--- src/rtl/word_serializer_pkg.sv ---
// Shared types and helpers for the word serializer: FSM state encoding and
// the width of the bits-remaining counter.
package word_serializer_pkg;

   typedef enum logic {
      IDLE  = 1'b0,
      SHIFT = 1'b1
   } state_e;

   // Bits needed to hold (width-1); never narrower than one bit.
   function automatic int count_width(input int width);
      return (width <= 2) ? 1 : $clog2(width);
   endfunction

endpackage

--- src/rtl/word_shift_reg.sv ---
// WIDTH-bit parallel-load register that shifts one position per enable,
// zero-filling, towards the serial output end chosen by MSB_FIRST.
module word_shift_reg
   import word_serializer_pkg::*;
#(
   parameter int WIDTH     = 32,
   parameter bit MSB_FIRST = 1'b1
) (
   input  logic             CLK,
   input  logic             nrst,
   input  logic             load_i,
   input  logic             shift_i,
   input  logic [WIDTH-1:0] data_i,
   output logic             bit_o
);

   logic [WIDTH-1:0] sreg_q;
   logic [WIDTH-1:0] sreg_d;

   // Load wins over shift so a reload on the final beat replaces the old word.
   always_comb begin
      sreg_d = sreg_q;
      if (load_i) begin
         sreg_d = data_i;
      end else if (shift_i) begin
         sreg_d = MSB_FIRST ? {sreg_q[WIDTH-2:0], 1'b0}
                            : {1'b0, sreg_q[WIDTH-1:1]};
      end
   end

   // Storage with asynchronous clear.
   always_ff @(posedge CLK or negedge nrst) begin
      if (!nrst) begin
         sreg_q <= '0;
      end else begin
         sreg_q <= sreg_d;
      end
   end

   assign bit_o = MSB_FIRST ? sreg_q[WIDTH-1] : sreg_q[0];

endmodule

--- src/rtl/word_serializer.sv ---
// Parallel-in, serial-out converter. Accepts a WIDTH-bit word over a
// valid/ready port and drains it one bit per accepted beat. The only
// combinational path is out_ready -> in_ready, which lets a new word be
// loaded on the final beat of the previous one without an idle cycle.
module word_serializer
   import word_serializer_pkg::*;
#(
   parameter int WIDTH     = 32,
   parameter bit MSB_FIRST = 1'b1
) (
   input  logic             CLK,
   input  logic             nrst,
   input  logic [WIDTH-1:0] in_data,
   input  logic             in_valid,
   output logic             in_ready,
   output logic             out_bit,
   output logic             out_valid,
   input  logic             out_ready,
   output logic             out_last,
   output logic             busy
);

   localparam int            CW       = count_width(WIDTH);
   localparam logic [CW-1:0] LAST_IDX = CW'(WIDTH - 1);

   state_e        state_q;
   logic [CW-1:0] count_q;   // bits remaining minus one
   logic          last_q;    // registered copy of (SHIFT && count_q == 0)
   logic          count_zero;
   logic          accept;
   logic          shift_en;
   logic          sreg_bit;

   assign count_zero = (count_q == '0);
   assign in_ready   = (state_q == IDLE) ||
                       ((state_q == SHIFT) && count_zero && out_ready);
   assign accept     = in_valid && in_ready;
   assign shift_en   = (state_q == SHIFT) && out_ready && !count_zero;

   // FSM: tracks word in flight, bits remaining and the last-bit flag.
   always_ff @(posedge CLK or negedge nrst) begin
      if (!nrst) begin
         state_q <= IDLE;
         count_q <= '0;
         last_q  <= 1'b0;
      end else begin
         case (state_q)
            IDLE: begin
               if (accept) begin
                  state_q <= SHIFT;
                  count_q <= LAST_IDX;
                  last_q  <= 1'b0;
               end
            end
            SHIFT: begin
               if (out_ready) begin
                  if (!count_zero) begin
                     count_q <= count_q - CW'(1);
                     last_q  <= (count_q == CW'(1));
                  end else if (accept) begin
                     count_q <= LAST_IDX;
                     last_q  <= 1'b0;
                  end else begin
                     state_q <= IDLE;
                     last_q  <= 1'b0;
                  end
               end
            end
            default: begin
               state_q <= IDLE;
               count_q <= '0;
               last_q  <= 1'b0;
            end
         endcase
      end
   end

   word_shift_reg #(
      .WIDTH     (WIDTH),
      .MSB_FIRST (MSB_FIRST)
   ) u_shift_reg (
      .CLK     (CLK),
      .nrst    (nrst),
      .load_i  (accept),
      .shift_i (shift_en),
      .data_i  (in_data),
      .bit_o   (sreg_bit)
   );

   // Outputs come from registers only; the stale bit left after a word
   // completes is masked while idle.
   assign out_valid = (state_q == SHIFT);
   assign busy      = (state_q == SHIFT);
   assign out_last  = last_q;
   assign out_bit   = sreg_bit & (state_q == SHIFT);

endmodule
--- config.mk ---
export PLATFORM = sky130hd
export DESIGN_NAME = word_serializer
export DESIGN_NICKNAME = d
export VERILOG_FILES = /design/src/rtl/word_serializer_pkg.sv /design/src/rtl/word_shift_reg.sv /design/src/rtl/word_serializer.sv
export SDC_FILE = /design/constraint.sdc
export NUM_CORES = 1
export LEC_CHECK = 0
export CORE_ASPECT_RATIO = 2
export CORE_MARGIN = 1
export CORE_UTILIZATION = 45
export DETAILED_ROUTE_END_ITERATION = 10
export GPL_ROUTABILITY_DRIVEN = 0
export PLACE_DENSITY_LB_ADDON = 0.08
export RECOVER_POWER = 25
export SLEW_MARGIN = 30
export SYNTH_ARGS = -nofsm -noshare
export SYNTH_HDL_FRONTEND = slang
export SYNTH_SLANG_ARGS = --single-unit
--- constraint.sdc ---
create_clock -name CLK -period 4.2 [get_ports CLK]
set_input_delay 1.26 -clock CLK [delete_from_list [all_inputs] [get_ports CLK]]
set_output_delay 1.26 -clock CLK [all_outputs]
set_load 0.02 [all_outputs]
Yosys cells after proc, flatten, opt, wreduce, memory -nomap -nowiden
Index checks and enable logic that the tools add are counted.

Bits in registers: 39. Bits of input ports: 36. Output and inout port bits: 5. Word-level logic and storage cells: 34.

Add/sub/neg operators: 1. Multiplexer cells: 14. Reductions and logical operators: 10. Bitwise logic cells: 2. Equality and inequality tests: 3.

Operator list (count): two-way mux 32 bit (2); two-way mux 5 bit (3); one-hot mux 5 bit (2 select lines) (1); two-way mux 1 bit (6); == test 5 x 1 -> 1 bit, second input constant (1); logical AND 1 bit (5); logical NOT 5 bit (1); subtractor 5 x 1 -> 5 bit, second input constant (1); inequality test 2 bit, second input constant (2); one-hot mux 1 bit (2 select lines) (2); AND reduction 2 bit (1); nonzero test 2 bit (1); bitwise AND 1 bit (1); logical NOT 1 bit (1); logical OR 1 bit (1); inverter 1 bit (1).

Longest topological paths before layout
Depth in word-level cells: 9. Gate-level depth with buffers: 8. Depth with buffers taken out: 5.

Modules after synthesis
Synthesis repeated with hierarchy kept, for this count alone.

Cell total of the unflattened synthesis: 195. Area, all modules: 2008.2 um^2.

By module, submodules not included: word_shift_reg (cells an instance 139, area each 1512.7 um^2, instances 1, sequential area each 800.8 um^2); word_serializer (cells an instance 56, area each 495.5 um^2, instances 1, sequential area each 175.2 um^2).

Worst setup path after synthesis
No wires, ideal clock.

Path type: input port to output port. Start point: in out_ready. End point: out in_ready. Arrival: 1.774 ns. Path buffers: 1. Setup slack: 1.166 ns. Required time: 2.940 ns. Cell stages on the path: 3. Path through: clkbuf_1 > nand2_1 > nand2_1.

Cells in the longest elaborated chain, start to end: 2.

RTL lines: start, declared (RTL line word_serializer.sv:18) `input logic out_ready,`; logical AND 1 bit (RTL line word_serializer.sv:36) `((state_q == SHIFT) && count_zero && out_ready);`; logical OR 1 bit (RTL line word_serializer.sv:35) `assign in_ready = (state_q == IDLE) ||`; end, declared (RTL line word_serializer.sv:15) `output logic in_ready,`.

No other way between the ends.

Worst setup path after layout
Same ends and word-level chain as after synthesis.

==> metrics.md <==
| Metric | Value |
|---|---|
| Seq/Total Area, Yosys | 0.419 |
| Top cell type's share of synthesized area | 0.419 |
| Clock Pin Slew Worst Setup and Hold Paths | approximately 0.080 ns |
| Max-Cap Viols | 1 |
| Peak supply drop | around 0.29 mV |
| Largest family of logic cells by synthesized area | compound AO/OA/AOI/OAI gates |
| Final clock period utilization by the worst path | 0.890 |
| Vias in the first global route | about 1900 |
| Grt ovf | 0 |
| P&R area growth vs syn | 20.3% |
| Status | finished, violations left |
| Core ar. | ~4900 µm² |
| Initial antenna violation count | 0 |
| LEAKAGE | 1.22 nW |
| Buffers on Ports | 40 |
| Setup Viol. Count Final | 0 |
| Critical Path Fanout Max | 2 |
| Vias | between 1500 and 2000 |
| Slowest stage delay, CP | 0.60 ns |
| Number of distinct library cells after synthesis | 37 |
| Fill cells | approximately 460 |
| Fmax | between 200 and 300 MHz |
| Slew headroom | -0.400 |
| Critical Path Slowest Stage Cell | clkdlybuf4s50_1 |
| Synth Area in XOR/XNOR | 0 |
| Critical Path Sink Type | primary output |
| Die X | ~53 µm |
| Synthesized Nets | about 270 |
| EDFF count, synth | 0 |
| Nets | 300 |
| Share of cells above drive strength 1 | 0.179 |
| PD cells | 415 nW/µm² |
| CTS H-tree lvls | 2 |
| DR pass1 iterations | 4 |
| Slew Viols, Final | 40 |
| RSZ-0062 raised after global routing | no |
| Crit path DAT | between 2 and 2.5 ns |
| Crit path buf inv count | 2 |
| Mapped Cells | between 200 and 250 |
| Hold Vio Cnt, Final | 0 |
| Layout Cells excl Fill | between 300 and 400 |
| Failing checks | capacitance limit, slew limit |
| Die area | about 5500 µm² |
| Pre-CTS setup slack | 0.462 ns |
| Post-Synth Adder-Cell Area | 0.0161 |
| Multiplexer share of the synthesized area | 0.00430 |
| All-Layer GR Usage | 0.208 |
| Clk_lat worst skew | between 0.2 and 0.3 ns |
| Placed wire-length estimate | between 3 and 4 mm |
| Final wirelength | 5.22 mm |
| Delay-heaviest family, CP | buffers and inverters |
| Antenna cells | 0 |
| Num CTS Buffers | 5 |
| Ys async rst share | 1.00 |
| Boundary pin count | about 40 |
| Die Y | between 100 and 150 µm |
| Synth Area in Compound Gates | 0.313 |
| Vias per cell | about 6 |
| Worst Path Required | between 2 and 3 ns |
| Hold/Removal Path Class | reg -> reg |
| Max Buffers Root-to-Sink | 2 |
| Setup CP Type | in -> out |
| Final TNS setup | 0 ns |
| PnR worst setup slack | ~0.46 ns |
| Ys Warns | 0 |
| Worst-path cell chain | clkdlybuf4s50_1 -> nand2_1 -> nand2_1 -> clkdlybuf4s50_1 |
| Root buffer cell | clkbuf_8 |
| Initial core utilization | 0.474 |
| Syn_area_per_cell | around 10 µm² |
| CTS Hold Bufs | 0 |
| CTS Sinks | 39 |
| Final instance area | ~2800 µm² |
| Slew @ Worst Pin | approximately 2.1 ns |
| Routed wire length per instance | around 16 µm |
| Post-synthesis simple-gate area fraction | 0.130 |
| Crit path time final | approximately 3.7 ns |
| Critical Path Start Type | input pin |
| Post-DP Area | around 2700 µm² |
| # DRC | 0 |
| Worst Skew | about 0.0064 ns |
| Setup bufs post-CTS | 0 |
| CTS tree | done |
| Synthesized area | approximately 2300 µm² |
| Synth top area cells | dfrtp_1, o221ai_2, nand3_1, o21ai_0, inv_1 |
| First-pass GRT wire length | between 8 and 9 mm |
| Post-DRT Antenna Nets | 0 |
| Pin count of the biggest net entering global routing | 40 |
| Fin util | 0.570 |
| Initial DRC Count | 28 |
| Hold Slack | roughly 0.5 ns |
| Top_reg_cell synth | dfrtp_1 |
| CTS resizes | 0 |
| Synthesized flop and latch total | 39 |
| Cell Rows | 36 |
| Dominant cell type by area after synthesis | dfrtp_1 |
| DP Cell Count | 311 |
| Pwr Total | 1.16 mW |
-- worst reg2reg max path: stages (launching register included) --
cell and delay [ns]:
dfrtp_1 0.38, inv_1 0.15, ha_1 0.24, or4b_1 0.47
buf_4 0.28, mux2i_1 0.16, a221o_1 0.37
-- sequential cells by signal, indices dropped and copies added, names as in the netlist --
name	flops
count_q	5
out_last	1
u_shift_reg.sreg_q	32
busy	1
-- cell usage in the layout, fill, tap and decap left out, types with 2 or more instances in the layout --
cell type,count
buf_4,5
and2_1,2
inv_1,35
a22o_1,2
ha_1,3
clkdlybuf4s50_1,39
o21ai_0,32
clkbuf_1,2
nor2b_1,3
dfrtp_1,39
nand3_1,33
nor2_1,5
o221ai_2,29
clkbuf_8,5
nand2_1,3
o221ai_1,2
-- cell type report --
| type | count | area [µm²] | share of cell area |
|---|---|---|---|
| multi-input cells | 134 | 1100 | 0.393 |
| flip-flops and latches | 39 | 976 | 0.349 |
| repair buffers | 45 | 432 | 0.154 |
| inverters | 36 | 135 | 0.0483 |
| clock buffers | 6 | 72.6 | 0.0259 |
| well taps | 57 | 71.3 | 0.0255 |
| clock inverters | 2 | 12.5 | 0.00447 |
-- cell families (layout without fill, tap and decap cells) --
logic type      after synthesis  after routing
buf+inv                      60             89
flops                        39             39
compound gates               75             75
simple gates                 55             55
mux                           1              1
fa+ha+maj                     3              3
-- final timing paths --
| check | end | slack, ns | from | cells after the start |
|---|---|---|---|---|
| worst max-delay path | in_ready | 0.46 | out_ready | 4 |
| worst min-delay path | u_shift_reg.sreg_q[10]$_DFFE_PN0P_ | 0.51 | u_shift_reg.sreg_q[9]$_DFFE_PN0P_ | 2 |
| worst max register to register | count_q[2]$_DFFE_PN0P_ | 2.03 | count_q[1]$_DFFE_PN0P_ | 6 |
| worst min register to register | u_shift_reg.sreg_q[10]$_DFFE_PN0P_ | 0.51 | u_shift_reg.sreg_q[9]$_DFFE_PN0P_ | 2 |
| max in group asynchronous | count_q[4]$_DFFE_PN0P_ | 1.43 | nrst | 1 |
| min in group asynchronous | u_shift_reg.sreg_q[14]$_DFFE_PN0P_ | 1.56 | nrst | 1 |
-- metal layers --
metal  vias to the layer above  global-route usage  wire [µm]
met2                        40               0.363       2700
met4                         0              0.0827         94
met3                        10              0.0308        153
met5                         -                   0          0
li1                        906                   -          -
met1                       943               0.242       2280
-- cells in the mapped netlist (2+ instances only) --
library cell and n:
dfrtp_1 39, inv_1 36, nand3_1 33, o21ai_0 32
o221ai_2 29, clkbuf_1 11, nor2_1 5, buf_1 4
buf_2 4, nor2b_1 4, buf_6 3, ha_1 3
nand2_1 3, a22o_1 2, and2_1 2, o221ai_1 2
-- where the power goes --
part           internal, mW  leakage [nW]  switching (mW)
Clock                 0.116        0.0412           0.134
Sequential            0.471         0.520          0.0617
Combinational         0.178         0.657           0.202
No activity file was read; power rests on OpenSTA's default activity.
